## config.mk

```make
export PLATFORM = sky130hd
export DESIGN_NAME = reg_ctrl_sequencer
export DESIGN_NICKNAME = d
export VERILOG_FILES = /design/src/rtl/reg_ctrl_pkg.sv /design/src/rtl/reg_ctrl_decode.sv /design/src/rtl/reg_ctrl_sequencer.sv
export SDC_FILE = /design/constraint.sdc
export NUM_CORES = 1
export LEC_CHECK = 0
export BUFFER_PORTS_ARGS = -buffer_cell sky130_fd_sc_hd__buf_2
export CAP_MARGIN = 10
export CORE_ASPECT_RATIO = 0.5
export CORE_UTILIZATION = 46
export DETAILED_ROUTE_END_ITERATION = 10
export PLACE_DENSITY = 0.75
export SLEW_MARGIN = 20
export SYNTH_ARGS = -nofsm -noshare
export SYNTH_HDL_FRONTEND = slang
export SYNTH_HIERARCHICAL = 1
export SYNTH_SLANG_ARGS = --single-unit
```

## constraint.sdc

```tcl
create_clock -name clk -period 2.2 [get_ports clk]
set_clock_uncertainty 0.1 [all_clocks]
set_input_delay 0.11 -clock clk [delete_from_list [all_inputs] [get_ports clk]]
set_output_delay 0.11 -clock clk [all_outputs]
set_load 0.1 [all_outputs]
```

## src/rtl/reg_ctrl_pkg.sv

```systemverilog
// Shared types and constants for the register-file control sequencer.
// Latency: n/a (types, constants and one helper only).
// Backpressure: n/a.
//
// Contents: opcode, FSM state and decoded op-class enums, halt encoding,
// label count, ALU op encoding and the opcode -> alu_op mapping.
package reg_ctrl_pkg;

    typedef enum logic [2:0] {
        OP_ADD  = 3'b000,
        OP_SUB  = 3'b001,
        OP_AND  = 3'b010,
        OP_SLT  = 3'b011,
        OP_RSV  = 3'b100,
        OP_LBL  = 3'b101,
        OP_BR   = 3'b110,
        OP_HALT = 3'b111
    } opcode_t;

    typedef enum logic [2:0] {
        ST_IDLE,
        ST_READ,
        ST_EXEC,
        ST_WB,
        ST_HALT
    } state_t;

    typedef enum logic [2:0] {
        CLS_ALU,
        CLS_LBL,
        CLS_BR,
        CLS_HALT,
        CLS_ILL
    } op_class_t;

    localparam logic [8:0] HALT_INSTR = 9'h1FF;
    localparam logic [2:0] NUM_LABELS = 3'd6;

    localparam logic [1:0] ALU_ADD = 2'b00;
    localparam logic [1:0] ALU_SUB = 2'b01;
    localparam logic [1:0] ALU_AND = 2'b10;
    localparam logic [1:0] ALU_SLT = 2'b11;

    function automatic logic [1:0] alu_op_of(input logic [2:0] opc);
        logic [1:0] r;
        r = ALU_ADD;
        case (opc)
            OP_SUB:  r = ALU_SUB;
            OP_AND:  r = ALU_AND;
            OP_SLT:  r = ALU_SLT;
            default: r = ALU_ADD;
        endcase
        return r;
    endfunction

endpackage

```

## src/rtl/reg_ctrl_decode.sv

```systemverilog
// Instruction decoder: opcode class, register fields, illegal flag.
// Latency: purely combinational.
// Backpressure: none; evaluated on the latched instruction.
//
// Ports: instr in; op_class, alu_op, fld_hi ([5:3]), fld_lo ([2:0]), illegal out.
// Macro REG_CTRL_LABEL_EN enables LBL/BR decode; without it they are illegal.
import reg_ctrl_pkg::*;

module reg_ctrl_decode #(
    parameter int INSTR_W = 9
) (
    input  logic [INSTR_W-1:0] instr,
    output op_class_t          op_class,
    output logic [1:0]         alu_op,
    output logic [2:0]         fld_hi,
    output logic [2:0]         fld_lo,
    output logic               illegal
);

    opcode_t opc;

    assign opc     = opcode_t'(instr[8:6]);
    assign fld_hi  = instr[5:3];
    assign fld_lo  = instr[2:0];
    assign alu_op  = alu_op_of(instr[8:6]);
    assign illegal = (op_class == CLS_ILL);

    always_comb begin
        op_class = CLS_ILL;
        case (opc)
            OP_ADD, OP_SUB, OP_AND, OP_SLT: op_class = CLS_ALU;
`ifdef REG_CTRL_LABEL_EN
            // Label index lives in [5:3] for both LBL (write) and BR (read).
            OP_LBL: if (fld_hi < NUM_LABELS) op_class = CLS_LBL;
            OP_BR:  if (fld_hi < NUM_LABELS) op_class = CLS_BR;
`endif
            OP_HALT: if (instr == HALT_INSTR) op_class = CLS_HALT;
            default: op_class = CLS_ILL;
        endcase
    end

endmodule

```

## src/rtl/reg_ctrl_sequencer.sv

```systemverilog
// Multi-cycle sequencer: decode, register read, ALU handshake, write-back, branch.
// Latency: ALU op 3+N cycles (N EXEC cycles), LBL 3 cycles, BR 2 cycles per instr.
// Backpressure: instr_ready only in IDLE; fetch holds instr until accepted.
//
// Ports: clk/reset (sync, active-high); instr_valid/instr/instr_ready from fetch;
// rs1/rs2/rd/label_rs/strobes/write_data/condition_bit to the register file,
// regA_i/regB_i back; alu_start/alu_op/alu_a/alu_b to ALU, alu_done/alu_result/
// alu_cond back; branch_valid/branch_target, illegal_op pulse, halted flag.
// Macro REG_CTRL_LABEL_EN enables LBL/BR; otherwise label/branch outputs are 0.
import reg_ctrl_pkg::*;

module reg_ctrl_sequencer #(
    parameter int DATA_W  = 8,
    parameter int INSTR_W = 9
) (
    input  logic               clk,
    input  logic               reset,
    input  logic               instr_valid,
    input  logic [INSTR_W-1:0] instr,
    output logic               instr_ready,
    input  logic [DATA_W-1:0]  regA_i,
    input  logic [DATA_W-1:0]  regB_i,
    output logic [2:0]         rs1,
    output logic [2:0]         rs2,
    output logic [2:0]         rd,
    output logic [3:0]         label_rs,
    output logic               label_read,
    output logic               label_write,
    output logic               reg_write,
    output logic [DATA_W-1:0]  write_data,
    output logic               condition_bit,
    output logic               alu_start,
    output logic [1:0]         alu_op,
    output logic [DATA_W-1:0]  alu_a,
    output logic [DATA_W-1:0]  alu_b,
    input  logic               alu_done,
    input  logic [DATA_W-1:0]  alu_result,
    input  logic               alu_cond,
    output logic               branch_valid,
    output logic [DATA_W-1:0]  branch_target,
    output logic               illegal_op,
    output logic               halted
);

    state_t              state, state_nxt;
    logic [INSTR_W-1:0]  instr_q;
    logic [DATA_W-1:0]   alu_a_q, alu_b_q, result_q;
    logic                cond_q;
    logic                exec_first;

    op_class_t           op_class;
    logic [1:0]          dec_alu_op;
    logic [2:0]          fld_hi, fld_lo;
    logic                dec_illegal;

    reg_ctrl_decode #(.INSTR_W(INSTR_W)) u_decode (
        .instr    (instr_q),
        .op_class (op_class),
        .alu_op   (dec_alu_op),
        .fld_hi   (fld_hi),
        .fld_lo   (fld_lo),
        .illegal  (dec_illegal)
    );

    always_ff @(posedge clk) begin
        if (reset) begin
            state      <= ST_IDLE;
            instr_q    <= '0;
            alu_a_q    <= '0;
            alu_b_q    <= '0;
            result_q   <= '0;
            cond_q     <= 1'b0;
            exec_first <= 1'b0;
        end else begin
            state <= state_nxt;
            case (state)
                ST_IDLE: if (instr_valid) instr_q <= instr;
                ST_READ: begin
                    if (op_class == CLS_ALU) begin
                        alu_a_q    <= regA_i;
                        alu_b_q    <= regB_i;
                        exec_first <= 1'b1;
                    end else if (op_class == CLS_LBL) begin
                        // LBL reuses the A operand register to hold the copied value.
                        alu_a_q <= regA_i;
                    end
                end
                ST_EXEC: begin
                    exec_first <= 1'b0;
                    if (alu_done) begin
                        result_q <= alu_result;
                        cond_q   <= alu_cond;
                    end
                end
                default: ;
            endcase
        end
    end

`ifdef REG_CTRL_LABEL_EN
    logic              branch_pend_q;
    logic [DATA_W-1:0] branch_target_q;
    logic              branch_take;

    // Branch is decided in READ and presented during the following IDLE cycle.
    assign branch_take = (state == ST_READ) && (op_class == CLS_BR) && (regA_i != '0);

    always_ff @(posedge clk) begin
        if (reset) begin
            branch_pend_q   <= 1'b0;
            branch_target_q <= '0;
        end else begin
            branch_pend_q <= branch_take;
            if (branch_take) branch_target_q <= regB_i;
        end
    end

    assign branch_valid  = branch_pend_q;
    assign branch_target = branch_target_q;
`else
    assign branch_valid  = 1'b0;
    assign branch_target = '0;
`endif

    // Ready is masked while reset is held so every output reads 0 in reset.
    assign instr_ready = (state == ST_IDLE) && !reset;
    assign halted      = (state == ST_HALT);
    assign alu_a       = alu_a_q;
    assign alu_b       = alu_b_q;

    always_comb begin
        state_nxt     = state;
        rs1           = '0;
        rs2           = '0;
        rd            = '0;
        label_rs      = '0;
        label_read    = 1'b0;
        label_write   = 1'b0;
        reg_write     = 1'b0;
        write_data    = '0;
        condition_bit = 1'b0;
        alu_start     = 1'b0;
        alu_op        = '0;
        illegal_op    = 1'b0;
        case (state)
            ST_IDLE: if (instr_valid) state_nxt = ST_READ;
            ST_READ: begin
                if (dec_illegal) begin
                    illegal_op = 1'b1;
                    state_nxt  = ST_IDLE;
                end else begin
                    case (op_class)
                        CLS_ALU: begin
                            rs1       = fld_hi;
                            rs2       = fld_lo;
                            state_nxt = ST_EXEC;
                        end
`ifdef REG_CTRL_LABEL_EN
                        CLS_LBL: begin
                            rs1       = fld_lo;
                            state_nxt = ST_WB;
                        end
                        CLS_BR: begin
                            label_read = 1'b1;
                            label_rs   = {1'b0, fld_hi};
                            state_nxt  = ST_IDLE;
                        end
`endif
                        CLS_HALT: state_nxt = ST_HALT;
                        default:  state_nxt = ST_IDLE;
                    endcase
                end
            end
            ST_EXEC: begin
                alu_start = exec_first;
                alu_op    = dec_alu_op;
                if (alu_done) state_nxt = ST_WB;
            end
            ST_WB: begin
                rd        = fld_hi;
                state_nxt = ST_IDLE;
                if (op_class == CLS_ALU) begin
                    reg_write     = 1'b1;
                    write_data    = result_q;
                    condition_bit = cond_q;
                end
`ifdef REG_CTRL_LABEL_EN
                else if (op_class == CLS_LBL) begin
                    label_write = 1'b1;
                    write_data  = alu_a_q;
                end
`endif
            end
            ST_HALT: state_nxt = ST_HALT;
            default: state_nxt = ST_IDLE;
        endcase
    end

endmodule

```

# ---- Word-level counts from Yosys, hierarchy flattened
# Index checks and enable logic that the tools add are counted.
dict set report totals {
  latchBits 0
  input_bits 38
  elab_cells 65
  rom_bits 0
  register_bits 38
  out_inout_bits 56
  ram_bits 0
  n_memories 0
}
dict set report op_classes {
  n_lt_le_gt_ge 0
  addsub 0
  reduce_logical 14
  n_eq_ne 15
  n_bitwise 0
  n_div 0
  muxes 29
  n_mul 0
  shift 0
}
# operator count
set ops {}
lappend ops {{$mux 3} 11}
lappend ops {{$mux 8} 4}
lappend ops {{$eq 3x2->1 const B} 5}
lappend ops {{$pmux 3 s2} 2}
lappend ops {{$pmux 3 s4} 1}
lappend ops {{$reduce_and 2->1} 6}
lappend ops {{$eq 3x1->1 const B} 3}
lappend ops {{$eq 3x3->1 const B} 3}
lappend ops {{$eq 9x9->1 const B} 1}
lappend ops {{$logic_not 3->1} 3}
lappend ops {{$mux 1} 8}
lappend ops {{$ne 2x2->1 const B} 3}
lappend ops {{$pmux 2 s3} 1}
lappend ops {{$reduce_bool 2->1} 2}
lappend ops {{$reduce_or 4->1} 1}
lappend ops {{$mux 2} 1}
lappend ops {{$pmux 1 s2} 1}
lappend ops {{$logic_and 1x1->1} 1}
lappend ops {{$logic_not 1->1} 1}

# ---- Longest topological paths before layout
# Gate-level depths: netlist of run 1.
dict set report logic_depth {
  depth_word 7
  mapped_depth 7
  mapped_depth_nobuf 5
}

# ---- Cells and area by module
# Netlist of run 1, hierarchy kept.
# mod cells_each area_per_inst_um2 seq_area_each_um2 instances
set by_module_without_submodules {}
lappend by_module_without_submodules {reg_ctrl_sequencer 215 1873.0 760.7 1}
lappend by_module_without_submodules {reg_ctrl_decode 15 103.8 0.0 1}

# ---- Least setup slack after synthesis of run 1
# OpenSTA, ideal clock, no wires.
dict set report synth_path {
  path_kind {reg2out}
  start {register state[0]}
  end {output port instr_ready}
  arrival_time_ps 3415
  setup_slack_ps -1425
  path_stages_with_launch 3
  n_path_buf 1
  t_required_ps 1990
  path_cell_list {dfxtp_1 buf_2 nor4_1}
}
dict set report synth_between {
  elab_chain_len 2
}
# element line
set synth_lines {}
lappend synth_lines {{start: declaration} reg_ctrl_sequencer.sv:45} ;# state_t state, state_nxt;
lappend synth_lines {{start signal: assignment} reg_ctrl_sequencer.sv:75} ;# state <= state_nxt;
lappend synth_lines {{$logic_not 3->1} reg_ctrl_sequencer.sv:126} ;# assign instr_ready = (state == ST_IDLE) && !reset;
lappend synth_lines {{$logic_and 1x1->1} reg_ctrl_sequencer.sv:126}
lappend synth_lines {{end: declaration} reg_ctrl_sequencer.sv:20} ;# output logic instr_ready,
# Every way passes these cells.

# ---- Worst setup path in the final report of run 1
dict set report layout_path {
  start {register instr_q[6]}
  end {output port rs2[1]}
}
dict set report layout_between {
  elab_chain_len 7
  word_cells_on_any_way 14
  classes_between {6 x eq/ne; 5 x mux; 3 x reduce/logical}
}
# element line
set layout_lines {}
lappend layout_lines {{start: declaration} reg_ctrl_sequencer.sv:46} ;# logic [INSTR_W-1:0] instr_q;
lappend layout_lines {{start signal: assignment} reg_ctrl_sequencer.sv:77} ;# ST_IDLE: if (instr_valid) instr_q <= instr;
lappend layout_lines {{$eq 9x9->1, or another cell as far along} reg_ctrl_decode.sv:37} ;# OP_HALT: if (instr == HALT_INSTR) op_class = CLS_HALT;
lappend layout_lines {{$mux 3 or $reduce_or 4->1 (tied branches)} {reg_ctrl_decode.sv:37, reg_ctrl_decode.sv:30}}
lappend layout_lines {{$pmux 3 s2 *} reg_ctrl_decode.sv:30} ;# case (opc)
lappend layout_lines {{named net op_class[0]} reg_ctrl_sequencer.sv:51} ;# op_class_t op_class;
lappend layout_lines {{$logic_not 3->1} reg_ctrl_sequencer.sv:152} ;# case (op_class)
lappend layout_lines {{$mux 3} reg_ctrl_sequencer.sv:152}
lappend layout_lines {{$mux 3 *} reg_ctrl_sequencer.sv:148} ;# if (dec_illegal) begin
lappend layout_lines {{$mux 3 *} reg_ctrl_sequencer.sv:145} ;# case (state)
lappend layout_lines {{end: declaration} reg_ctrl_sequencer.sv:24} ;# output logic [2:0] rs2,
# The timed path passes the listed nets; every way through them passes the cells marked *.

==> key figures, run 1 <==
Global routing
  • Largest net degree at the start of global routing: 34
  • Final global-route overflow total: 0
  • Total global-route track usage: 0.2544
  • First-pass GRT wire length: between 8000 and 9000 um
  • Vias in the first global route: 1871
  • Initial antenna violation count: 0

Placement
  • I/O Buffers: between 70 and 80
  • Setup WS pre-CTS: 110.0 ps
  • Gp weighted congestion: 0.7481
  • Placed instance count: about 350
  • Hpwl dp: ~3100 um
  • Dpl cell area: roughly 0.0026 sq mm

Floorplan
  • Core ar.: 0.004004 sq mm
  • Cell Rows: 16
  • Initial core utilization: 0.4937
  • Die area: ~0.0046 sq mm
  • Boundary pin count: 94
  • Die Wd: roughly 95 um
  • Die Span Y: between 40 and 50 um

Final layout
  • Non-Filler Instances: between 400 and 500
  • Syn-to-layout area delta: 67.47%
  • Fillers: about 220
  • Number of diodes: 0
  • Fin area: 0.003311 sq mm
  • Ratio of cells with drive above 1 in the final layout: 0.4160
  • Final nets: approximately 390

Status
  • Failing checks: setup timing
  • Status: finished, violations left

Hold path
  • Min-Delay Path Depth: 3
  • Hold path start: regB_i[1]
  • Worst Hold Endpoint: alu_b[1]
  • Min-delay worst type: input pin to register

Detailed routing
  • Vias per Instance: 4.906
  • Final wirelength: between 5000 and 6000 um
  • Total number of vias: approximately 2.0k
  • DRC Markers: 0
  • Antenna Nets Post-Route: 0
  • 1st-pass router iterations: 4
  • WL/cell: 14.38 um
  • Initial drt markers: 100

Yosys
  • Most common cell in the netlist: dfxtp_1
  • Sequential share of the synthesized area: 0.3848
  • FF+latch count, synth: 38
  • Ranking of synthesized cells by area: dfxtp_1 (38%), nand2b_1 (10%), buf_4 (9.1%)
  • Post-synth EDFFs: 0
  • Number of distinct library cells after synthesis: 30
  • Ys Warns: 6
  • Instance count of the mapped netlist: between 200 and 250
  • Post-synth top area cell: dfxtp_1
  • Post-Syn Area per Cell: ~8.6 sq um
  • Post-synth top area share: 0.3848
  • Mapped cell area: 0.001977 sq mm
  • Most used flip-flop cell after synthesis: dfxtp_1
  • Ys async rst share: 0
  • Synth cell count leaders: dfxtp_1 (38), nand2_1 (37), nand2b_1 (33), buf_4 (24), and2_1 (21)

Setup path
  • Register-to-register setup slack: ~160 ps
  • Crit Path Category: register to primary output
  • Worst r2r dst: state[2]
  • CP max FO: 3
  • Setup crit start kind: register
  • Setup crit end kind: primary output
  • Worst path required time: 1990 ps
  • Arrival @ worst endpoint: between 2000 and 2500 ps
  • R2R cell count: 9
  • FF-to-FF Start: instr_q[3]

Timing
  • Period minus WS final: around 2300 ps
  • Slew HR: 0.6369
  • Final Setup Violations: 8
  • Final Cycle Share: 1.028
  • Worst Slack Setup Final: -60.68 ps
  • Final hold vios: 0
  • Maximum clock frequency: approximately 440 MHz
  • Slew @ Worst Pin: 542.4 ps
  • RSZ-0062 raised after global routing: true
  • Final slew viol count: 0

Run
  • Max-cap violations: 0

Clocking
  • H-tree lvl count: 2
  • CTS tree: built
  • Clk_lat worst skew: 300 ps
  • Worst-path clk slew: approximately 90 ps
  • CTS root buffer: clkbuf_8
  • Num CTS Buffers: 5
  • CTS sink cnt: 38
  • Clock Tree Buf Depth: 2

Pwr
  • Pwr Density: roughly 640 mW/mm^2
  • Total chip power: 2.133 mW
  • Peak VDD IR: about 0.00051 V
  • Pleak: 1.486 nW
## layer usage
layer / up-vias / global-route usage / share of wire
met4: 0 / 0.09596 / 0.0091
met1: 929 / 0.2976 / 0.40
met2: 99 / 0.4568 / 0.53
met3: 7 / 0.05189 / 0.060
li1: 952 / - / -
met5: - / 0 / 0
## placed cells by master (no fill, tap or decap), drive strengths merged
master and count:
a21oi 19, a31oi 1, and2 21, and2b 2, and3b 1, buf 102
bufinv 2, clkbuf 7, conb 15, dfxtp 38, dlygate4sd3 33, inv 1
mux2i 16, nand2 37, nand2b 33, nand4 2, nand4bb 1, nor2 1
nor2b 3, nor3 2, nor3b 4, nor4 3, nor4b 2, nor4bb 1
o21a 1, o21ba 2, or4b 1
## what timing repair did
action | 4_1_cts | 5_1_grt
cloned | 0 | 1
pin swaps | 5 | 7
hold buffers | 33 | 0
resized for setup | 19 | 15
hold endpoints to repair | 33 | 0
buffers inserted | 7 | 8
setup endpoints to repair | 15 | 18
## kinds of logic (layout without fill, tap and decap cells)
family | Yosys count | in the layout | synth area share
AO/OA/AOI/OAI | 23 | 23 | 0.06519
buffers and inverters | 38 | 145 | 0.1240
flip-flops | 38 | 38 | 0.3848
multiplexers | 16 | 16 | 0.08101
other | 1 | 15 | 0.001897
AND/OR/NAND/NOR | 114 | 114 | 0.3430
## state kept, by name, indices dropped and copies added (netlist names)
name / flops
cond_q: 1
instr_q: 9
alu_b: 8
alu_a: 8
exec_first: 1
result_q: 8
state: 3
## layout make-up
type                    instances  area, sq um  area share
repair buffers                136         1207      0.3647
well taps                      54        67.56     0.02041
clock inverters                 2        60.06     0.01814
flip-flops and latches         38        772.0      0.2332
clock buffers                   6        82.58     0.02494
inverters                       1        3.754    0.001134
multi-input cells             168         1117      0.3375
## worst max-delay path by stage
stage               startpoint           to  slack (ps)  depth (start not counted)
detailed placement  instr_q[5]       rs1[1]         110                          6
floorplan             state[0]  instr_ready        -240                          2
CTS                 instr_q[2]       rs1[1]         -10                          7
finish              instr_q[6]       rs2[1]         -60                          8
global route        instr_q[6]       rs2[1]        -120                          8
global placement    instr_q[5]       rs2[0]         280                          6
## metrics by stage
step	utilization	hold slack (ps)	setup TNS, ps
4_1_cts	0.8022	14.76	-23.37
2_1_floorplan	-	146.0	-588.9
3_5_place_dp	0.6584	256.9	0
3_3_place_gp	0.6584	253.0	0
6_report	0.8269	13.99	-204.4
5_1_grt	0.8269	15.32	-1100
## worst max-delay path, cell delays in order (launching register included)
cell,delay [ps]
dfxtp_2,340
nand4_1,130
buf_4,140
nor3_4,50
nor4_4,320
nor3b_4,280
buf_4,170
and2_4,150
buf_12,170
## power breakdown
part | internal, mW | switching, mW
Sequential | 0.731 | 0.0323
Clock | 0.484 | 0.261
Combinational | 0.191 | 0.434
No activity file was read; power rests on OpenSTA's default activity.
==> run 2, diff against run 1 <==
- PLACE_DENSITY: 0.75 -> 0.84
==> run 2 against run 1 <==
The run still ends with setup timing left. Clock-buffer cell count is 1 higher. Sequential share of layout area increased by 1.3 points. Critical path depth is 1 lower. Largest power group unchanged. Largest cell class is now multi-input combinational cells. Critical endpoint is now rs1[2]. Critical path type unchanged.
==> key figures, run 2 (synthesized netlist as in run 1, its figures left out) <==
Pwr
  • Switching power: 693.7 uW
  • Sw Share: 0.3813
  • Internal power: around 1.1 mW
  • Comb power frac: 0.331
  • Pwr Density: just under 600 mW/mm^2
  • Clock power frac: 0.247
  • Total chip power: around 1.8 mW
  • Peak VDD IR: approximately 0.00033 V
  • Pleak: between 1 and 1.5 nW
  • Flop pwr share: 0.422

Setup path
  • R2R cell count: 9
  • Crit-path slowest cell: nor3b_4
  • Register-to-register setup slack: ~80 ps
  • CP Depth: 7
  • FF-to-FF Start: instr_q[0]
  • Worst path required time: around 2000 ps
  • Worst path bufs/invs: 2
  • Setup crit start kind: register
  • Cell family with most CP delay: simple AND/OR/NAND/NOR gates
  • Arrival @ worst endpoint: 2150 ps
  • Max incr delay on CP: about 400 ps
  • CP max FO: 7
  • Worst r2r dst: exec_first
  • Critical Path Start: instr_q[0]
  • Setup crit end: rs1[2]
  • Cells along the critical path: nand4_1 -> buf_4 -> nor3_4 -> nor4_4 -> nor3b_4 -> and2_2 -> buf_12
  • Crit Path Category: register to primary output
  • Setup crit end kind: primary output

Global routing
  • First-pass GRT wire length: approximately 8400 um
  • Vias in the first global route: between 1.5k and 2k
  • Initial antenna violation count: 0
  • Largest net degree at the start of global routing: 34
  • Final global-route overflow total: 0
  • Total global-route track usage: 0.2365
  • GR Util met1: 0.2671
  • Met2 usage: 0.4317
  • Met3 Use GR: 0.05975
  • GRT Max-Usage Layer: met2

Placement
  • Setup WS pre-CTS: 80.81 ps
  • Hpwl dp: between 3000 and 4000 um
  • Gp weighted congestion: approximately 0.74
  • I/O Buffers: 78

Detailed routing
  • DRC Markers: 0
  • Antenna Nets Post-Route: 0
  • WL/cell: 14.60 um
  • Total number of vias: 2013
  • Final wirelength: 5809 um
  • Initial drt markers: 104
  • 1st-pass router iterations: 4
  • Vias per Instance: around 5

Clocking
  • CTS sink cnt: 38
  • Clock Tree Buf Depth: 2
  • Worst-path clk slew: roughly 70 ps
  • CTS root buffer: clkbuf_8
  • Num CTS Buffers: 5
  • H-tree lvl count: 2
  • Clk_lat worst skew: around 290 ps
  • CTS tree: built

Floorplan
  • Die area: between 0.004 and 0.005 sq mm
  • Cell Rows: 16
  • Initial core utilization: 0.4937
  • Die Wd: between 90 and 100 um
  • Boundary pin count: 94
  • Core ar.: roughly 0.004 sq mm
  • Die Span Y: a little under 50 um

Timing
  • Final Hold Slack: roughly 10 ps
  • Final slew viol count: 0
  • Slew @ Worst Pin: around 500 ps
  • Final Setup Violations: 16
  • Maximum clock frequency: roughly 420 MHz
  • RSZ-0062 raised after global routing: true
  • Final Cycle Share: 1.072
  • Slew HR: 0.6567
  • Final hold vios: 0
  • Worst Slack Setup Final: -157.8 ps
  • Period minus WS final: 2358 ps

Final layout
  • Syn-to-layout area delta: 58.29%
  • Commonest non-fill, non-tap cell in the layout: buf_2
  • Number of diodes: 0
  • Leading cell types in the layout, fill and taps excluded: buf_2 (62), nand2_1 (37), nand2b_1 (33), dlygate4sd3_1 (33), dfxtp_1 (30)
  • Ratio of cells with drive above 1 in the final layout: 0.3924
  • Final nets: between 300 and 400
  • Biggest register: instr_q
  • Max FFs per register: 9

Hold path
  • Min-delay worst type: input pin to register

Status
  • Failing checks: setup timing
  • Status: finished, violations left

Run
  • Max-cap violations: 0
==> run 2: cell count changes in the layout (fill, tap and decap cells not counted) <==
cell       before  now
and2_2          0    2
and2_4         15   13
buf_12         19   16
buf_2          58   62
buf_4          22   19
buf_6           3    0
bufinv_16       2    0
clkbuf_1        0    2
clkbuf_4        1    0
clkbuf_8        6    5
dfxtp_1        29   30
dfxtp_2         9    8
nor2b_1         2    3
nor2b_4         1    0
==> run 2: power by group through the flow <==
stage	Clock, mW	Sequential (mW)	Combinational, mW
after floorplan	0	0.899	0.334
after global placement	0	0.773	0.517
after detailed placement	0	0.776	0.525
after CTS	0.451	0.762	0.577
after global routing	0.491	0.772	0.626
final	0.450	0.767	0.602
==> run 2: timing repair <==
| action | in CTS | in global routing |
|---|---|---|
| setup endpoints to repair | 15 | 15 |
| hold buffers | 32 | 1 |
| hold endpoints to repair | 32 | 1 |
| setup buffers | 1 | 9 |
| pin swaps | 2 | 3 |
| gates resized for setup | 10 | 14 |
==> run 2: area by class of cell <==
class / count / area (sq um)
tap: 54 / 67.56
multi-input combinational: 168 / 1107
sequential: 38 / 770.7
timing repair buffer: 130 / 1104
inverter: 1 / 3.754
fill: 246 / 874.6
clock buffer: 7 / 76.32
==> run 2: how the worst min path moves through the flow <==
stage	end	from	cells after the start	slack, ps
global placement	instr_q[8]	instr[8]	3	250
finish	alu_a[0]	regA_i[0]	3	10
global route	alu_a[0]	regA_i[0]	3	8
floorplan	result_q[0]	alu_result[0]	2	150
CTS	alu_a[3]	regA_i[3]	3	3
detailed placement	instr_q[8]	instr[8]	3	260
==> run 2: worst register-to-register path: stages (launching register included) <==
cell,delay [ps]
dfxtp_2,350
nand4_1,170
buf_4,190
nor3_4,280
nor4_4,110
buf_4,150
buf_4,130
and3b_1,150
buf_4,180
o21ba_2,210
==> run 2: stage by stage <==
stage | cell area [sq um] | instances | utilization | TNS, ps
CTS | 3029 | 388 | 0.7566 | -75.70
finish | 3129 | 398 | 0.7816 | -1836
detailed placement | 2591 | 348 | 0.6472 | 0
floorplan | 2069 | 244 | - | -588.9
global route | 3129 | 398 | 0.7816 | -2187
global placement | 2591 | 348 | 0.6472 | 0
==> run 2: layer usage <==
layer	vias up	wire, um
li1	936	-
met3	21	371
met2	104	2991
met5	-	0
met4	0	180
met1	952	2265
